[src/rtl/cpu_pkg.sv]
`default_nettype none
// ============================================================================
// cpu_pkg : shared CPU opcodes, field widths and the hazard scoreboard entry
// Rev 1.0
// ============================================================================
package cpu_pkg;

    localparam int REG_W = 5;
    localparam int OP_W  = 5;

    localparam logic [OP_W-1:0] ALU_OP  = 5'b00000;
    localparam logic [OP_W-1:0] BNE_OP  = 5'b00010;
    localparam logic [OP_W-1:0] BLT_OP  = 5'b00011;
    localparam logic [OP_W-1:0] ADDI_OP = 5'b00101;
    localparam logic [OP_W-1:0] LW_OP   = 5'b01000;

    typedef struct packed {
        logic             v;
        logic [REG_W-1:0] dst;
        logic             ld;
    } sb_entry_t;

endpackage
`default_nettype wire

[src/rtl/branch_hazard_unit_if.sv]
`default_nettype none
// ============================================================================
// branch_hazard_unit_if : decode-side request and hazard/bypass response bus
// Rev 1.0
// ============================================================================
interface branch_hazard_unit_if #(
    parameter int REG_W = 5,
    parameter int OP_W  = 5,
    parameter int SEL_W = 2
);
    logic             id_valid;
    logic             id_is_branch;
    logic [OP_W-1:0]  id_opcode;
    logic [REG_W-1:0] id_wr_reg;
    logic [REG_W-1:0] id_rs;
    logic [REG_W-1:0] id_rd;
    logic             flush;

    logic             stall;
    logic [SEL_W-1:0] fwd_rs_sel;
    logic [SEL_W-1:0] fwd_rd_sel;
    logic             haz_rs;
    logic             haz_rd;
    logic [7:0]       stall_count;

    modport master (
        output id_valid, id_is_branch, id_opcode, id_wr_reg, id_rs, id_rd, flush,
        input  stall, fwd_rs_sel, fwd_rd_sel, haz_rs, haz_rd, stall_count
    );

    modport slave (
        input  id_valid, id_is_branch, id_opcode, id_wr_reg, id_rs, id_rd, flush,
        output stall, fwd_rs_sel, fwd_rd_sel, haz_rs, haz_rd, stall_count
    );
endinterface
`default_nettype wire

[src/rtl/hazard_match.sv]
`default_nettype none
// ============================================================================
// hazard_match : youngest in-flight writer lookup for one branch operand
// Rev 1.0
// ============================================================================
module hazard_match #(
    parameter int REG_W = 5,
    parameter int DEPTH = 3,
    parameter int SEL_W = 2
) (
    input  wire logic [REG_W-1:0]       op_i,
    input  wire logic [DEPTH-1:0]       v_i,
    input  wire logic [DEPTH-1:0]       ld_i,
    input  wire logic [DEPTH*REG_W-1:0] dst_i,
    output logic                        hit_o,
    output logic [SEL_W-1:0]            idx_o,
    output logic                        ld_o
);

    // Scan oldest to youngest so the last hit (smallest stage) wins.
    always_comb begin
        hit_o = 1'b0;
        idx_o = '0;
        ld_o  = 1'b0;
        for (int k = DEPTH - 1; k >= 0; k--) begin
            if (v_i[k] && (dst_i[k*REG_W +: REG_W] == op_i) && (op_i != '0)) begin
                hit_o = 1'b1;
                idx_o = SEL_W'(k + 1);
                ld_o  = ld_i[k];
            end
        end
    end

endmodule
`default_nettype wire

[src/rtl/branch_hazard_unit.sv]
`default_nettype none
// ============================================================================
// branch_hazard_unit : branch-operand bypass/stall control with stall counter
// Rev 1.0
// ============================================================================
module branch_hazard_unit
    import cpu_pkg::*;
#(
    parameter int              REG_W    = cpu_pkg::REG_W,
    parameter int              OP_W     = cpu_pkg::OP_W,
    parameter int              DEPTH    = 3,
    parameter int              LOAD_LAT = 1,
    parameter logic [OP_W-1:0] ALU_OP   = cpu_pkg::ALU_OP,
    parameter logic [OP_W-1:0] ADDI_OP  = cpu_pkg::ADDI_OP,
    parameter logic [OP_W-1:0] LW_OP    = cpu_pkg::LW_OP,
    parameter int              SEL_W    = $clog2(DEPTH + 1)
) (
    input wire logic            clock,
    input wire logic            reset_n,
    branch_hazard_unit_if.slave bus
);

    localparam logic [SEL_W-1:0] c_LOAD_LAT = SEL_W'(LOAD_LAT);

    logic [DEPTH-1:0]       v_q, v_d;
    logic [DEPTH-1:0]       ld_q, ld_d;
    logic [DEPTH*REG_W-1:0] dst_q, dst_d;
    logic [7:0]             stall_count_q, stall_count_d;

    logic             w_is_writer, w_eval, w_stall;
    logic             w_rs_hit, w_rs_ld, w_rs_blk;
    logic             w_rd_hit, w_rd_ld, w_rd_blk;
    logic [SEL_W-1:0] w_rs_idx, w_rd_idx;

    hazard_match #(.REG_W(REG_W), .DEPTH(DEPTH), .SEL_W(SEL_W)) u_match_rs (
        .op_i  (bus.id_rs),
        .v_i   (v_q),
        .ld_i  (ld_q),
        .dst_i (dst_q),
        .hit_o (w_rs_hit),
        .idx_o (w_rs_idx),
        .ld_o  (w_rs_ld)
    );

    hazard_match #(.REG_W(REG_W), .DEPTH(DEPTH), .SEL_W(SEL_W)) u_match_rd (
        .op_i  (bus.id_rd),
        .v_i   (v_q),
        .ld_i  (ld_q),
        .dst_i (dst_q),
        .hit_o (w_rd_hit),
        .idx_o (w_rd_idx),
        .ld_o  (w_rd_ld)
    );

    assign w_is_writer = bus.id_valid && (bus.id_wr_reg != '0) &&
                         ((bus.id_opcode == ALU_OP) || (bus.id_opcode == ADDI_OP) ||
                          (bus.id_opcode == LW_OP));
    assign w_eval      = bus.id_valid && bus.id_is_branch;

    // A load still inside the load-use window has no bypass path yet.
    assign w_rs_blk = w_eval && w_rs_hit && w_rs_ld && (w_rs_idx <= c_LOAD_LAT);
    assign w_rd_blk = w_eval && w_rd_hit && w_rd_ld && (w_rd_idx <= c_LOAD_LAT);
    assign w_stall  = (w_rs_blk || w_rd_blk) && !bus.flush;

    assign bus.stall       = w_stall;
    assign bus.haz_rs      = w_eval && w_rs_hit;
    assign bus.haz_rd      = w_eval && w_rd_hit;
    assign bus.fwd_rs_sel  = (w_eval && w_rs_hit && !w_rs_blk) ? w_rs_idx : '0;
    assign bus.fwd_rd_sel  = (w_eval && w_rd_hit && !w_rd_blk) ? w_rd_idx : '0;
    assign bus.stall_count = stall_count_q;

    always_comb begin
        v_d   = {v_q[DEPTH-2:0], w_is_writer && !w_stall && !bus.flush};
        ld_d  = {ld_q[DEPTH-2:0], bus.id_opcode == LW_OP};
        dst_d = {dst_q[(DEPTH-1)*REG_W-1:0], bus.id_wr_reg};
        stall_count_d = stall_count_q;
        if (w_stall && (stall_count_q != 8'hFF)) begin
            stall_count_d = stall_count_q + 8'd1;
        end
    end

    always_ff @(posedge clock or negedge reset_n) begin
        if (!reset_n) begin
            v_q           <= '0;
            ld_q          <= '0;
            dst_q         <= '0;
            stall_count_q <= '0;
        end else begin
            v_q           <= v_d;
            ld_q          <= ld_d;
            dst_q         <= dst_d;
            stall_count_q <= stall_count_d;
        end
    end

endmodule
`default_nettype wire

[src/flat_wrapper.sv]
// flat-port wrapper written by rule: the top's interface ports become plain ports
module branch_hazard_unit_flat import cpu_pkg::*;
#(
    parameter int              REG_W    = cpu_pkg::REG_W,
    parameter int              OP_W     = cpu_pkg::OP_W,
    parameter int              DEPTH    = 3,
    parameter int              LOAD_LAT = 1,
    parameter logic [OP_W-1:0] ALU_OP   = cpu_pkg::ALU_OP,
    parameter logic [OP_W-1:0] ADDI_OP  = cpu_pkg::ADDI_OP,
    parameter logic [OP_W-1:0] LW_OP    = cpu_pkg::LW_OP,
    parameter int              SEL_W    = $clog2(DEPTH + 1)
)
  (clock, reset_n, bus_id_valid, bus_id_is_branch, bus_id_opcode, bus_id_wr_reg, bus_id_rs, bus_id_rd, bus_flush, bus_stall, bus_fwd_rs_sel, bus_fwd_rd_sel, bus_haz_rs, bus_haz_rd, bus_stall_count);
  branch_hazard_unit_if #(.REG_W(REG_W), .OP_W(OP_W), .SEL_W(SEL_W)) bus_i ();
  input wire logic clock;
  input wire logic reset_n;
  input wire logic [$bits(bus_i.id_valid)-1:0] bus_id_valid;
  input wire logic [$bits(bus_i.id_is_branch)-1:0] bus_id_is_branch;
  input wire logic [$bits(bus_i.id_opcode)-1:0] bus_id_opcode;
  input wire logic [$bits(bus_i.id_wr_reg)-1:0] bus_id_wr_reg;
  input wire logic [$bits(bus_i.id_rs)-1:0] bus_id_rs;
  input wire logic [$bits(bus_i.id_rd)-1:0] bus_id_rd;
  input wire logic [$bits(bus_i.flush)-1:0] bus_flush;
  output wire logic [$bits(bus_i.stall)-1:0] bus_stall;
  output wire logic [$bits(bus_i.fwd_rs_sel)-1:0] bus_fwd_rs_sel;
  output wire logic [$bits(bus_i.fwd_rd_sel)-1:0] bus_fwd_rd_sel;
  output wire logic [$bits(bus_i.haz_rs)-1:0] bus_haz_rs;
  output wire logic [$bits(bus_i.haz_rd)-1:0] bus_haz_rd;
  output wire logic [$bits(bus_i.stall_count)-1:0] bus_stall_count;
  assign bus_i.id_valid = bus_id_valid;
  assign bus_i.id_is_branch = bus_id_is_branch;
  assign bus_i.id_opcode = bus_id_opcode;
  assign bus_i.id_wr_reg = bus_id_wr_reg;
  assign bus_i.id_rs = bus_id_rs;
  assign bus_i.id_rd = bus_id_rd;
  assign bus_i.flush = bus_flush;
  assign bus_stall = bus_i.stall;
  assign bus_fwd_rs_sel = bus_i.fwd_rs_sel;
  assign bus_fwd_rd_sel = bus_i.fwd_rd_sel;
  assign bus_haz_rs = bus_i.haz_rs;
  assign bus_haz_rd = bus_i.haz_rd;
  assign bus_stall_count = bus_i.stall_count;
  branch_hazard_unit #(.REG_W(REG_W), .OP_W(OP_W), .DEPTH(DEPTH), .LOAD_LAT(LOAD_LAT), .ALU_OP(ALU_OP), .ADDI_OP(ADDI_OP), .LW_OP(LW_OP), .SEL_W(SEL_W)) u_core (.clock(clock), .reset_n(reset_n), .bus(bus_i));
endmodule
[config.mk]
export PLATFORM = sky130hd
export DESIGN_NAME = branch_hazard_unit_flat
export DESIGN_NICKNAME = d
export VERILOG_FILES = /design/src/rtl/cpu_pkg.sv /design/src/rtl/branch_hazard_unit_if.sv /design/src/rtl/hazard_match.sv /design/src/rtl/branch_hazard_unit.sv /design/src/flat_wrapper.sv
export SDC_FILE = /design/constraint.sdc
export NUM_CORES = 1
export LEC_CHECK = 0
export BUFFER_PORTS_ARGS = -buffer_cell sky130_fd_sc_hd__buf_2
export CAP_MARGIN = 20
export CORE_ASPECT_RATIO = 0.7
export CORE_MARGIN = 2
export CORE_UTILIZATION = 57
export DETAILED_ROUTE_END_ITERATION = 6
export PLACE_DENSITY = 0.85
export RECOVER_POWER = 100
export SLEW_MARGIN = 20
export SYNTH_ARGS = -nofsm -noshare
export SYNTH_HDL_FRONTEND = slang
export SYNTH_HIERARCHICAL = 1
export SYNTH_SLANG_ARGS = --single-unit
[constraint.sdc]
create_clock -name clock -period 6.2 [get_ports clock]
set_input_delay 0.31 -clock clock [delete_from_list [all_inputs] [get_ports clock]]
set_output_delay 0.31 -clock clock [all_outputs]
set_load 0.01 [all_outputs]
After elaboration in Yosys (flattened, before gate mapping) --
Index checks and enable logic that the tools add are counted.
Operators by class: add/subtract/negate cells 1, $lt $le $gt $ge 2, equal/unequal tests 9, muxes and demuxes 20, reduce and logical (&&, ||, !) cells 38
Operators with widths (count):
- == test 5 bit | 6
- logical AND 1 bit | 27
- 2-to-1 mux 2 bit | 8
- nonzero test 5 bit | 3
- 2-to-1 mux 1 bit | 12
- adder 8 x 1 -> 8 bit (second input constant) | 1
- inequality test 8 bit (second input constant) | 1
- == test 5 x 3 -> 1 bit (second input constant) | 1
- == test 5 x 4 -> 1 bit (second input constant) | 1
- logical NOT 5 bit | 1
- less-or-equal comparator 2 x 1 -> 1 bit (second input constant) | 2
- logical NOT 1 bit | 4
- logical OR 1 bit | 3
Storage, ports and cells: register bits after elaboration 29, input port bits 25, output and inout bits 15, logic and storage cells 74

Depth between registers and ports, before layout --
Gate-level depths: netlist of the first run.
word-level depth 14, mapped depth 9, depth with buffers taken out 9

By module --
Netlist of the first run, hierarchy kept.
By module, submodules not included:
- branch_hazard_unit | times used 1, cells an instance 77, area each 1086.0 um^2, sequential area each 725.7 um^2
- hazard_match | times used 2, cells an instance 35, area each 269.0 um^2, sequential area each 0.0 um^2

Least setup slack after synthesis of the first run --
Ideal clock, no wire load.
path type input-to-reg, start input bus_id_rs[0], end register u_core.stall_count_q[4] (netlist: u_core/bus.stall_count[4]), data arrival time 2.386 ns, data required time 6.073 ns, slack 3.687 ns, stages 9, buffers on the path 0, cell sequence or4_4 nor2_4 nor3_2 nand3b_4 a31oi_1 nand3b_4 a21oi_4 and4_1 mux2_1
On the way: elaborated cells between the ends (all ways) 26, classes of those cells order compare: 1; eq/ne: 3; mux: 9; reduce/logical: 13
RTL lines:
- from (decl) | line flat_wrapper.sv:21 | input wire logic [$bits(bus_i.id_rs)-1:0] bus_id_rs;
- == test 5 bit | line hazard_match.sv:26 | if (v_i[k] && (dst_i[k*REG_W +: REG_W] == op_i) && (op_i != '0)) begin
- logical AND 1 bit (2 in a row) | line hazard_match.sv:26
- 2-to-1 mux 1 bit (2 in a row) | line hazard_match.sv:26
- 2-to-1 mux 1 bit (*) | line hazard_match.sv:26
- named net u_core.w_rs_ld | line branch_hazard_unit.sv:31 | logic w_rs_hit, w_rs_ld, w_rs_blk;
- logical AND 1 bit (*) (2 in a row) | line branch_hazard_unit.sv:61 | assign w_rs_blk = w_eval && w_rs_hit && w_rs_ld && (w_rs_idx <= c_LOAD_LAT);
- logical OR 1 bit (*) | line branch_hazard_unit.sv:63 | assign w_stall = (w_rs_blk || w_rd_blk) && !bus.flush;
- logical AND 1 bit (*) | line branch_hazard_unit.sv:63
- named net bus_stall | line flat_wrapper.sv:24 | output wire logic [$bits(bus_i.stall)-1:0] bus_stall;
- logical AND 1 bit (*) | line branch_hazard_unit.sv:77 | if (w_stall && (stall_count_q != 8'hFF)) begin
- to (signal assigned) | line branch_hazard_unit.sv:92 | stall_count_q <= stall_count_d;
- to (decl) | line branch_hazard_unit.sv:28 | logic [7:0] stall_count_q, stall_count_d;
The timed path passes the listed nets; every way through them passes the cells marked *. A chain may end at the register's enable or synchronous reset.

Worst setup path after layout of the first run --
start register u_core.dst_q[11], end output bus_stall
On the way: elaborated cells between the ends (all ways) 34, classes of those cells order compare: 2; eq/ne: 2; mux: 18; reduce/logical: 12
RTL lines:
- from (decl) | line branch_hazard_unit.sv:27 | logic [DEPTH*REG_W-1:0] dst_q, dst_d;
- from (signal assigned) | line branch_hazard_unit.sv:91 | dst_q <= dst_d;
- == test 5 bit | line hazard_match.sv:26
- logical AND 1 bit (2 in a row) | line hazard_match.sv:26
- 2-to-1 mux 1 bit (3 in a row) | line hazard_match.sv:26
- named net u_core.w_rd_ld | line branch_hazard_unit.sv:32 | logic w_rd_hit, w_rd_ld, w_rd_blk;
- logical AND 1 bit (2 in a row) | line branch_hazard_unit.sv:62 | assign w_rd_blk = w_eval && w_rd_hit && w_rd_ld && (w_rd_idx <= c_LOAD_LAT);
- logical OR 1 bit | line branch_hazard_unit.sv:63
- logical AND 1 bit | line branch_hazard_unit.sv:63
- to (decl) | line flat_wrapper.sv:24
The timed path passes the listed nets, and every way through them passes these cells.

==> flow_summary.ini, run 1 <==
[min_path]
hp-class = primary input to flop

[sta]
period_share_pct = 50.6
worstMarginPinSlew_ns = 1.55
hold_viol_final = 0
fmax_mhz = 319
skew_ns = 0.00295
final_max_slew_viol_count = 30
rsz0062_at_grt = no
relSlewSlack_pct = -3.03
period_minus_slack_ns = 3.13
final.setup.worst_slack_ns = 3.07
setup_violations = 0
hold_ws_ns = 0.148
setup_tns_ns = 0

[route]
wl_met2_um = 1840
dr.max_layer_used = met4
routed_wirelength_um = 3840
drt_iter0_drc = 112
vias = 1307
dr_wl_met3_um = 310
met1Wirelength_um = 1590
drc = 0
viasPerCell = 5.71
antenna_left = 0
drt_pass1_iterations = 4
wl_per_cell_um = 16.8

[finish]
stdcell_count = 229
drive_gt1_share_pct = 23.3
fin_area_um2 = 1930
syn_to_final_growth_pct = 18.6
multi_input_area_um2 = 860
layout_common_cells = xnor2_1 (29), dfrtp_1 (29), buf_2 (22)
regArea_um2 = 726
final_nets = 219
antenna_cells = 0
fill_cells = 205

[global_routing]
overflow = 0
grt_pass1_vias = 1374
antenna_found_initial = 0
grt_max_degree = 30
grt_usage_pct = 27.0
grt_pass1_wl_um = 6470

[die]
die_h_um = 48.7
initial_core_util_pct = 58.8
die_w_um = 67.8
io-pin-count = 40
coreArea_um2 = 2760
row_count = 16
die-area_um2 = 3300

[worst_setup_path]
critPathBufInv = 1
cp_slowest_stage_delay_ns = 0.53
required_ns = 5.89
crit_family = compound AO/OA/AOI/OAI gates
worstPathArrival_ns = 2.82
path_class = flop to primary output
path_max_fanout = 10
crit_slowest_cell = a21oi_1
path_cells = xnor2_1 -> nand4_1 -> nor3_1 -> nand3b_4 -> a31oi_1 -> nand3b_4 -> a21oi_1 -> clkbuf_1
start_kind = flop
path_common_cell = nand3b_4
cp-end-kind = primary output
ff2ff_setup_slack_ns = 3.14

[power]
p_leak_uw = 0.000982
p_per_area_nw_per_um2 = 222
clkPwrFrac_pct = 43.5
p_comb_share_pct = 9.3
seqPwrFrac_pct = 47.2
switching_share_pct = 22.7
p_switching_uw = 96.9
vdd.ir_drop.worst_mv = 0.135
intPower_uw = 331

[place]
placed_area_um2 = 1860
port-buffer-count = 39
dp_hpwl_um = 2950
pre_cts_slack_ns = 3.40
place_congestion = 0.872
dp.cells = 222

[logic_synthesis]
avgSynthCellArea_um2 = 11.0
ys_types = 31
synth_area_leader_cell = dfrtp_1
syn_area_um2 = 1620
ys_warn_count = 6
synth_cells = 147
netlist_top_cells_area = dfrtp_1 (45%), xnor2_1 (16%), nand3b_4 (4.9%)
synth-seq-cells = 29
seq_area_frac_synth_pct = 44.7
synth_top_area_share_pct = 44.7
syn_nets = 173

[outcome]
status = finished with violations
violations = capacitance limit, slew limit

[clock_network]
cts_sinks = 29
clockBufferDepth = 2
cts_hold_buffers = 0
clkTransAtPathRegs_ns = 0.06
clock_latency_ns = 0.28
cts_setup_buffers = 0
ctsResizeCount = 0
cts_tree = yes
htree_levels = 2
cts_buffers = 5
root_buffer = clkbuf_8

[run]
cap_violations = 1
-- registers in the layout, summed over array words and instances, names as in the netlist --
register and flops:
u_core/dst_q 15, u_core/ld_q 3, u_core/v_q 3, u_core/bus.stall_count 8
-- power groups by stage --
stage	logic (µW)	registers [µW]	clock network [µW]
final	39.7	202	186
after global routing	43.9	202	199
after CTS	40.4	202	190
after detailed placement	40.0	205	0
after global placement	38.0	205	0
after floorplan	20.1	203	0
-- metal layers --
| metal | vias up | GRT usage [%] |
|---|---|---|
| li1 | 607 | - |
| met4 | 0 | 11.3 |
| met1 | 612 | 34.5 |
| met5 | - | 0 |
| met2 | 72 | 42.5 |
| met3 | 16 | 8.14 |
-- worst reg2reg max path, cell delays in order (launching register included) --
cell and delay [ns]:
dfrtp_1 0.42, xnor2_1 0.20, nand4_1 0.13, nor3_1 0.43
nand3b_4 0.11, a31oi_1 0.40, nand3b_4 0.10, a21oi_1 0.53
and4_1 0.29, mux2_1 0.32
-- stage by stage --
step                      total power, µW  utilization (%)
after global routing                  445             69.7
final                                 428             69.7
after global placement                243             67.5
after detailed placement              245             67.5
after floorplan                       223                -
after CTS                             432             71.2
-- path summary, 6_finish.rpt --
check	from	endpoint	cells after the start
max in group asynchronous	reset_n	u_core/bus.stall_count[3]$_DFFE_PN0P_	1
worst min register to register	u_core/v_q[0]$_DFF_PN0_	u_core/v_q[1]$_DFF_PN0_	0
min in group asynchronous	reset_n	u_core/dst_q[2]$_DFF_PN0_	1
worst max register to register	u_core/dst_q[11]$_DFF_PN0_	u_core/bus.stall_count[4]$_DFFE_PN0P_	9
worst max-delay path	u_core/dst_q[11]$_DFF_PN0_	bus_stall	8
worst min-delay path	bus_id_wr_reg[4]	u_core/dst_q[4]$_DFF_PN0_	1
-- area by class of cell --
cell class / instances / share of cell area, %
repair buffers: 39 / 9.03
clock inverters: 2 / 1.82
multi-input cells: 113 / 44.6
flip-flops and latches: 29 / 37.7
clock buffers: 5 / 3.57
well taps: 36 / 2.34
inverters: 5 / 0.974
-- synthesized netlist by cell type, drive strengths merged --
cell type / n
and3b: 1
nand2: 12
nor2: 13
and4: 3
inv: 5
ha: 1
nand3: 4
dfrtp: 29
o22ai: 1
o21ai: 2
a21oi: 2
xnor2: 29
nand4: 8
and2: 2
or4: 5
mux2i: 1
xor2: 4
mux2: 3
a31oi: 2
nor3: 5
nand2b: 2
nand3b: 6
and3: 7
-- cells by family (layout without fill, tap and decap cells) --
kind of cell | after synthesis | count (layout) | synth area share (%)
compound gates | 7 | 7 | 3.08
buf+inv | 5 | 51 | 1.16
xor+xnor | 33 | 33 | 17.8
fa+ha+maj | 1 | 1 | 0.770
simple gates | 68 | 68 | 29.8
flops | 29 | 29 | 44.7
mux | 4 | 4 | 2.70
(Power assumes the default switching activity.)
==> run 2, diff against run 1 <==
--- a/config.mk
+++ b/config.mk
@@ -9,9 +9,9 @@
 export CAP_MARGIN = 20
 export CORE_ASPECT_RATIO = 0.7
 export CORE_MARGIN = 2
-export CORE_UTILIZATION = 57
+export CORE_UTILIZATION = 52
 export DETAILED_ROUTE_END_ITERATION = 6
-export PLACE_DENSITY = 0.85
+export PLACE_DENSITY = 0.78
 export RECOVER_POWER = 100
 export SLEW_MARGIN = 20
 export SYNTH_ARGS = -nofsm -noshare
==> constraint.sdc (replaced) <==
create_clock -name clock -period 2.9 [get_ports clock]
set_input_delay 0.145 -clock clock [delete_from_list [all_inputs] [get_ports clock]]
set_output_delay 0.145 -clock clock [all_outputs]
set_load 0.01 [all_outputs]
==> flow_summary.ini, run 2 (same netlist as run 1, synthesis figures left out) <==
[die]
die_h_um = 50.8
row_count = 16
die_w_um = 70.8
initial_core_util_pct = 56.3
die-area_um2 = 3590
coreArea_um2 = 2880
io-pin-count = 40

[sta]
setup_tns_ns = 0
period_minus_slack_ns = 2.68
worstMarginPinSlew_ns = 1.51
period_share_pct = 92.5
fmax_mhz = 373
final_max_slew_viol_count = 30
setup_violations = 0
hold_viol_final = 0
relSlewSlack_pct = -0.922
rsz0062_at_grt = no
skew_ns = 0.00685

[power]
p_leak_uw = 0.00102
clkPwrFrac_pct = 45.4
p_switching_uw = 218
switching_share_pct = 22.7
intPower_uw = 742
p_comb_share_pct = 9.6
p_per_area_nw_per_um2 = 476
vdd.ir_drop.worst_mv = 0.312
seqPwrFrac_pct = 45.0

[clock_network]
ctsResizeCount = 0
cts_sinks = 29
cts_tree = yes
clockBufferDepth = 2
cts_hold_buffers = 6
root_buffer = clkbuf_8
cts_setup_buffers = 0
htree_levels = 2
cts_buffers = 5
clock_latency_ns = 0.28
clkTransAtPathRegs_ns = 0.07

[route]
wl_per_cell_um = 16.6
antenna_left = 0
vias = 1326
drc = 0
drt_pass1_iterations = 4
routed_wirelength_um = 3920
viasPerCell = 5.62
drt_iter0_drc = 138

[worst_setup_path]
cp-startpoint = u_core/dst_q[4]$_DFF_PN0_
critPathBufInv = 0
path_cells = xnor2_1 -> nand4_1 -> or4_4 -> a31oi_1 -> nand3b_4 -> a21oi_4 -> and4_1 -> mux2_1
required_ns = 3.05
cp_slowest_stage_delay_ns = 0.48
reg2reg_from = u_core/dst_q[4]$_DFF_PN0_
r2r_cells = 8
crit_slowest_cell = or4_4
cp-end-kind = flop
worstPathArrival_ns = 2.83
start_kind = flop
crit_family = simple AND/OR/NAND/NOR gates
path_class = flop to flop
ff2ff_setup_slack_ns = 0.22
r2r-end = u_core/bus.stall_count[4]$_DFFE_PN0P_
path_max_fanout = 10

[finish]
final_nets = 225
largest_reg_flops = 15
top_register = u_core/dst_q
fin_util_pct = 70.1
stdcell_count = 236
fill_cells = 220
drive_gt1_share_pct = 24.5
layout_common_cells = xnor2_1 (29), dfrtp_1 (29), buf_2 (23)
syn_to_final_growth_pct = 24.3
antenna_cells = 0

[global_routing]
overflow = 0
grt_usage_pct = 24.5
grt_pass1_wl_um = 6620
grt_max_degree = 30
antenna_found_initial = 0
grt_pass1_vias = 1390

[outcome]
violations = capacitance limit, slew limit
status = finished with violations

[min_path]
timing.hold.worst.start = bus_id_opcode[3]
hp-class = primary input to flop
worstHoldPathCells = 2
hold_end = u_core/ld_q[0]$_DFF_PN0_

[place]
dp.cells = 222
dp_hpwl_um = 3060
place_congestion = 0.911
port-buffer-count = 39

[run]
cap_violations = 1
-- run 2: worst max path at each step --
stage / to / slack [ns] / depth (start not counted)
2_1_floorplan: u_core/bus.stall_count[4]$_DFFE_PN0P_ / 0.52 / 8
3_3_place_gp: u_core/bus.stall_count[4]$_DFFE_PN0P_ / 0.38 / 10
3_5_place_dp: u_core/bus.stall_count[4]$_DFFE_PN0P_ / 0.25 / 10
4_1_cts: u_core/bus.stall_count[4]$_DFFE_PN0P_ / 0.24 / 8
5_1_grt: u_core/bus.stall_count[4]$_DFFE_PN0P_ / 0.07 / 8
6_report: u_core/bus.stall_count[4]$_DFFE_PN0P_ / 0.22 / 8
-- run 2: cell type report --
cell class,instances,area [µm²],share of cell area [%]
Timing Repair Buffer,45,236,11.7
Inverter,5,18.8,0.929
Clock inverter,2,37.5,1.86
Multi-Input combinational cell,113,873,43.2
Clock buffer,6,82.6,4.09
Tap cell,36,45.0,2.23
Sequential cell,29,726,35.9
-- run 2: power by group through the flow --
stage / logic [µW] / clock network, µW / registers [µW]
global placement: 81.4 / 0 / 438
global route: 101 / 465 / 433
CTS: 92.6 / 444 / 431
finish: 92.1 / 436 / 432
floorplan: 43.0 / 0 / 434
detailed placement: 86.0 / 0 / 439
-- run 2: routing by layer --
| layer | vias up | part of all wire, % | GRT usage, % | routed length [µm] |
|---|---|---|---|---|
| met4 | 0 | 2.2 | 8.81 | 88 |
| met3 | 14 | 6.3 | 8.23 | 245 |
| met2 | 60 | 45 | 38.0 | 1780 |
| met1 | 635 | 46 | 32.2 | 1800 |
| li1 | 617 | - | - | - |
| met5 | - | 0 | 0 | 0 |
-- run 2: worst reg2reg max path, stage by stage, from the launching register on --
cell	delay [ns]
dfrtp_1	0.42
xnor2_1	0.19
nand4_1	0.16
or4_4	0.48
a31oi_1	0.31
nand3b_4	0.13
a21oi_4	0.29
and4_1	0.24
mux2_1	0.33
-- run 2: metrics by stage --
step / hold WS, ns / instance area [µm²] / setup WS, ns / total power [µW]
5_1_grt: 0.104 / 2020 / 0.0727 / 999
3_5_place_dp: 0.202 / 1860 / 0.253 / 525
6_report: 0.114 / 2020 / 0.217 / 960
4_1_cts: 0.100 / 2040 / 0.236 / 968
2_1_floorplan: -0.151 / 1620 / 0.522 / 477
3_3_place_gp: 0.197 / 1860 / 0.379 / 519
==> run 3, diff against run 2 <==
--- a/config.mk
+++ b/config.mk
@@ -7,12 +7,11 @@
 export LEC_CHECK = 0
 export BUFFER_PORTS_ARGS = -buffer_cell sky130_fd_sc_hd__buf_2
 export CAP_MARGIN = 20
-export CORE_ASPECT_RATIO = 0.7
 export CORE_MARGIN = 2
 export CORE_UTILIZATION = 52
 export DETAILED_ROUTE_END_ITERATION = 6
 export PLACE_DENSITY = 0.78
-export RECOVER_POWER = 100
+export RECOVER_POWER = 50
 export SLEW_MARGIN = 20
 export SYNTH_ARGS = -nofsm -noshare
 export SYNTH_HDL_FRONTEND = slang
==> flow_summary.ini, run 3 (same netlist as run 1, synthesis figures left out) <==
[worst_setup_path]
path_max_fanout = 10
ff2ff_setup_slack_ns = 0.31
reg2reg_from = u_core/dst_q[0]$_DFF_PN0_
r2r_cells = 7
cp-end-kind = flop
cp_num_cells = 7
crit_end = u_core/bus.stall_count[4]$_DFFE_PN0P_
critPathBufInv = 0
cp-startpoint = u_core/dst_q[0]$_DFF_PN0_
worstPathArrival_ns = 2.81
r2r-end = u_core/bus.stall_count[4]$_DFFE_PN0P_
crit_family = simple AND/OR/NAND/NOR gates
path_cells = xor2_1 -> or4_4 -> a31oi_1 -> nand3b_4 -> a21oi_4 -> and4_1 -> mux2_1
required_ns = 3.13
cp_slowest_stage_delay_ns = 0.55
start_kind = flop
crit_slowest_cell = or4_4
path_class = flop to flop

[route]
antenna_left = 0
wl_per_cell_um = 14.8
viasPerCell = 5.39
routed_wirelength_um = 3450
vias = 1256
drt_iter0_drc = 39
drt_pass1_iterations = 4
drc = 0

[sta]
hold_viol_final = 0
period_share_pct = 89.2
setup_violations = 0
setup_tns_ns = 0
period_minus_slack_ns = 2.59
final_max_slew_viol_count = 30
skew_ns = 0.00453
hold_ws_ns = 0.0435
rsz0062_at_grt = no
relSlewSlack_pct = -3.18
worstMarginPinSlew_ns = 1.55
fmax_mhz = 387

[global_routing]
grt_usage_pct = 21.7
overflow = 0
grt_max_degree = 30
grt_pass1_wl_um = 5640
antenna_found_initial = 0
grt_pass1_vias = 1232

[clock_network]
cts_hold_buffers = 6
cts_sinks = 29
htree_levels = 2
clockBufferDepth = 2
clkTransAtPathRegs_ns = 0.10
cts_tree = yes
cts_setup_buffers = 0
cts_buffers = 5
clock_latency_ns = 0.34
root_buffer = clkbuf_4
ctsResizeCount = 0

[power]
finalPower_uw = 859
p_per_area_nw_per_um2 = 429
p_leak_uw = 0.00106
vdd.ir_drop.worst_mv = 0.358

[die]
die-area_um2 = 3590
coreArea_um2 = 3000
die_h_um = 59.9
die_w_um = 59.9
initial_core_util_pct = 54.1
io-pin-count = 40
row_count = 20

[finish]
largest_reg_flops = 15
layout_common_cells = buf_2 (36), xnor2_1 (29), dfrtp_1 (29)
final_nets = 225
syn_to_final_growth_pct = 23.3
final_common_cell = buf_2
drive_gt1_share_pct = 32.0
antenna_cells = 0
top_register = u_core/dst_q
fin_util_pct = 66.7

[place]
place_congestion = 0.859
dp_hpwl_um = 2630
port-buffer-count = 39

[outcome]
status = finished with violations
violations = capacitance limit, slew limit

[min_path]
hp-class = primary input to flop

[run]
cap_violations = 1
==> run 3: cell types whose count changed in the layout (fill, tap and decap cells not counted), sizes merged <==
cell    delta
clkbuf    -14
buf       +13
clkinv     +1
==> run 3: cell type report <==
| class | instances | area (µm²) |
|---|---|---|
| inverters | 5 | 18.8 |
| flip-flops and latches | 29 | 726 |
| multi-input cells | 113 | 880 |
| well taps | 33 | 41.3 |
| repair buffers | 45 | 253 |
| clock buffers | 5 | 37.5 |
| fillers | 240 | 1000 |
| clock inverters | 3 | 46.3 |
==> run 3: routing by layer <==
layer  vias to the layer above  track usage [%]  part of all wire (%)
li1                        617                -                     -
met4                         0             6.67                   1.2
met5                         -                0                     0
met1                       597             27.9                    44
met3                         6             6.49                   6.3
met2                        36             35.1                    48
==> run 3: worst min-delay path by stage <==
stage	start	cells after the start	slack [ns]	end
floorplan	reset_n	0	-0.15	u_core/bus.stall_count[0]$_DFFE_PN0P_
global placement	reset_n	1	0.19	u_core/dst_q[8]$_DFF_PN0_
detailed placement	reset_n	1	0.21	u_core/dst_q[7]$_DFF_PN0_
CTS	bus_id_opcode[3]	2	0.03	u_core/ld_q[0]$_DFF_PN0_
global route	bus_id_opcode[3]	2	0.05	u_core/ld_q[0]$_DFF_PN0_
finish	bus_id_opcode[3]	2	0.04	u_core/ld_q[0]$_DFF_PN0_
==> run 3: worst register-to-register path: stages, from the launching register on <==
cell,delay (ns)
dfrtp_1,0.45
xor2_1,0.17
or4_4,0.55
a31oi_1,0.35
nand3b_4,0.12
a21oi_4,0.26
and4_1,0.24
mux2_1,0.33
==> run 3: per-stage QoR <==
step	cells	instance area (µm²)	setup slack, ns
final	233	2000	0.313
after global routing	233	2000	0.100
after CTS	233	2000	0.327
after detailed placement	219	1860	0.286
after global placement	219	1860	0.368
after floorplan	147	1620	0.522
==> run 3: power breakdown <==
group / switching, µW / internal (µW) / total, µW / leakage (µW)
Sequential: 13.6 / 416 / 430 / 0.000365
Clock: 157 / 182 / 339 / 0.0000414
Combinational: 43.4 / 46.6 / 90.0 / 0.000652
Total: 214 / 645 / 859 / 0.00106
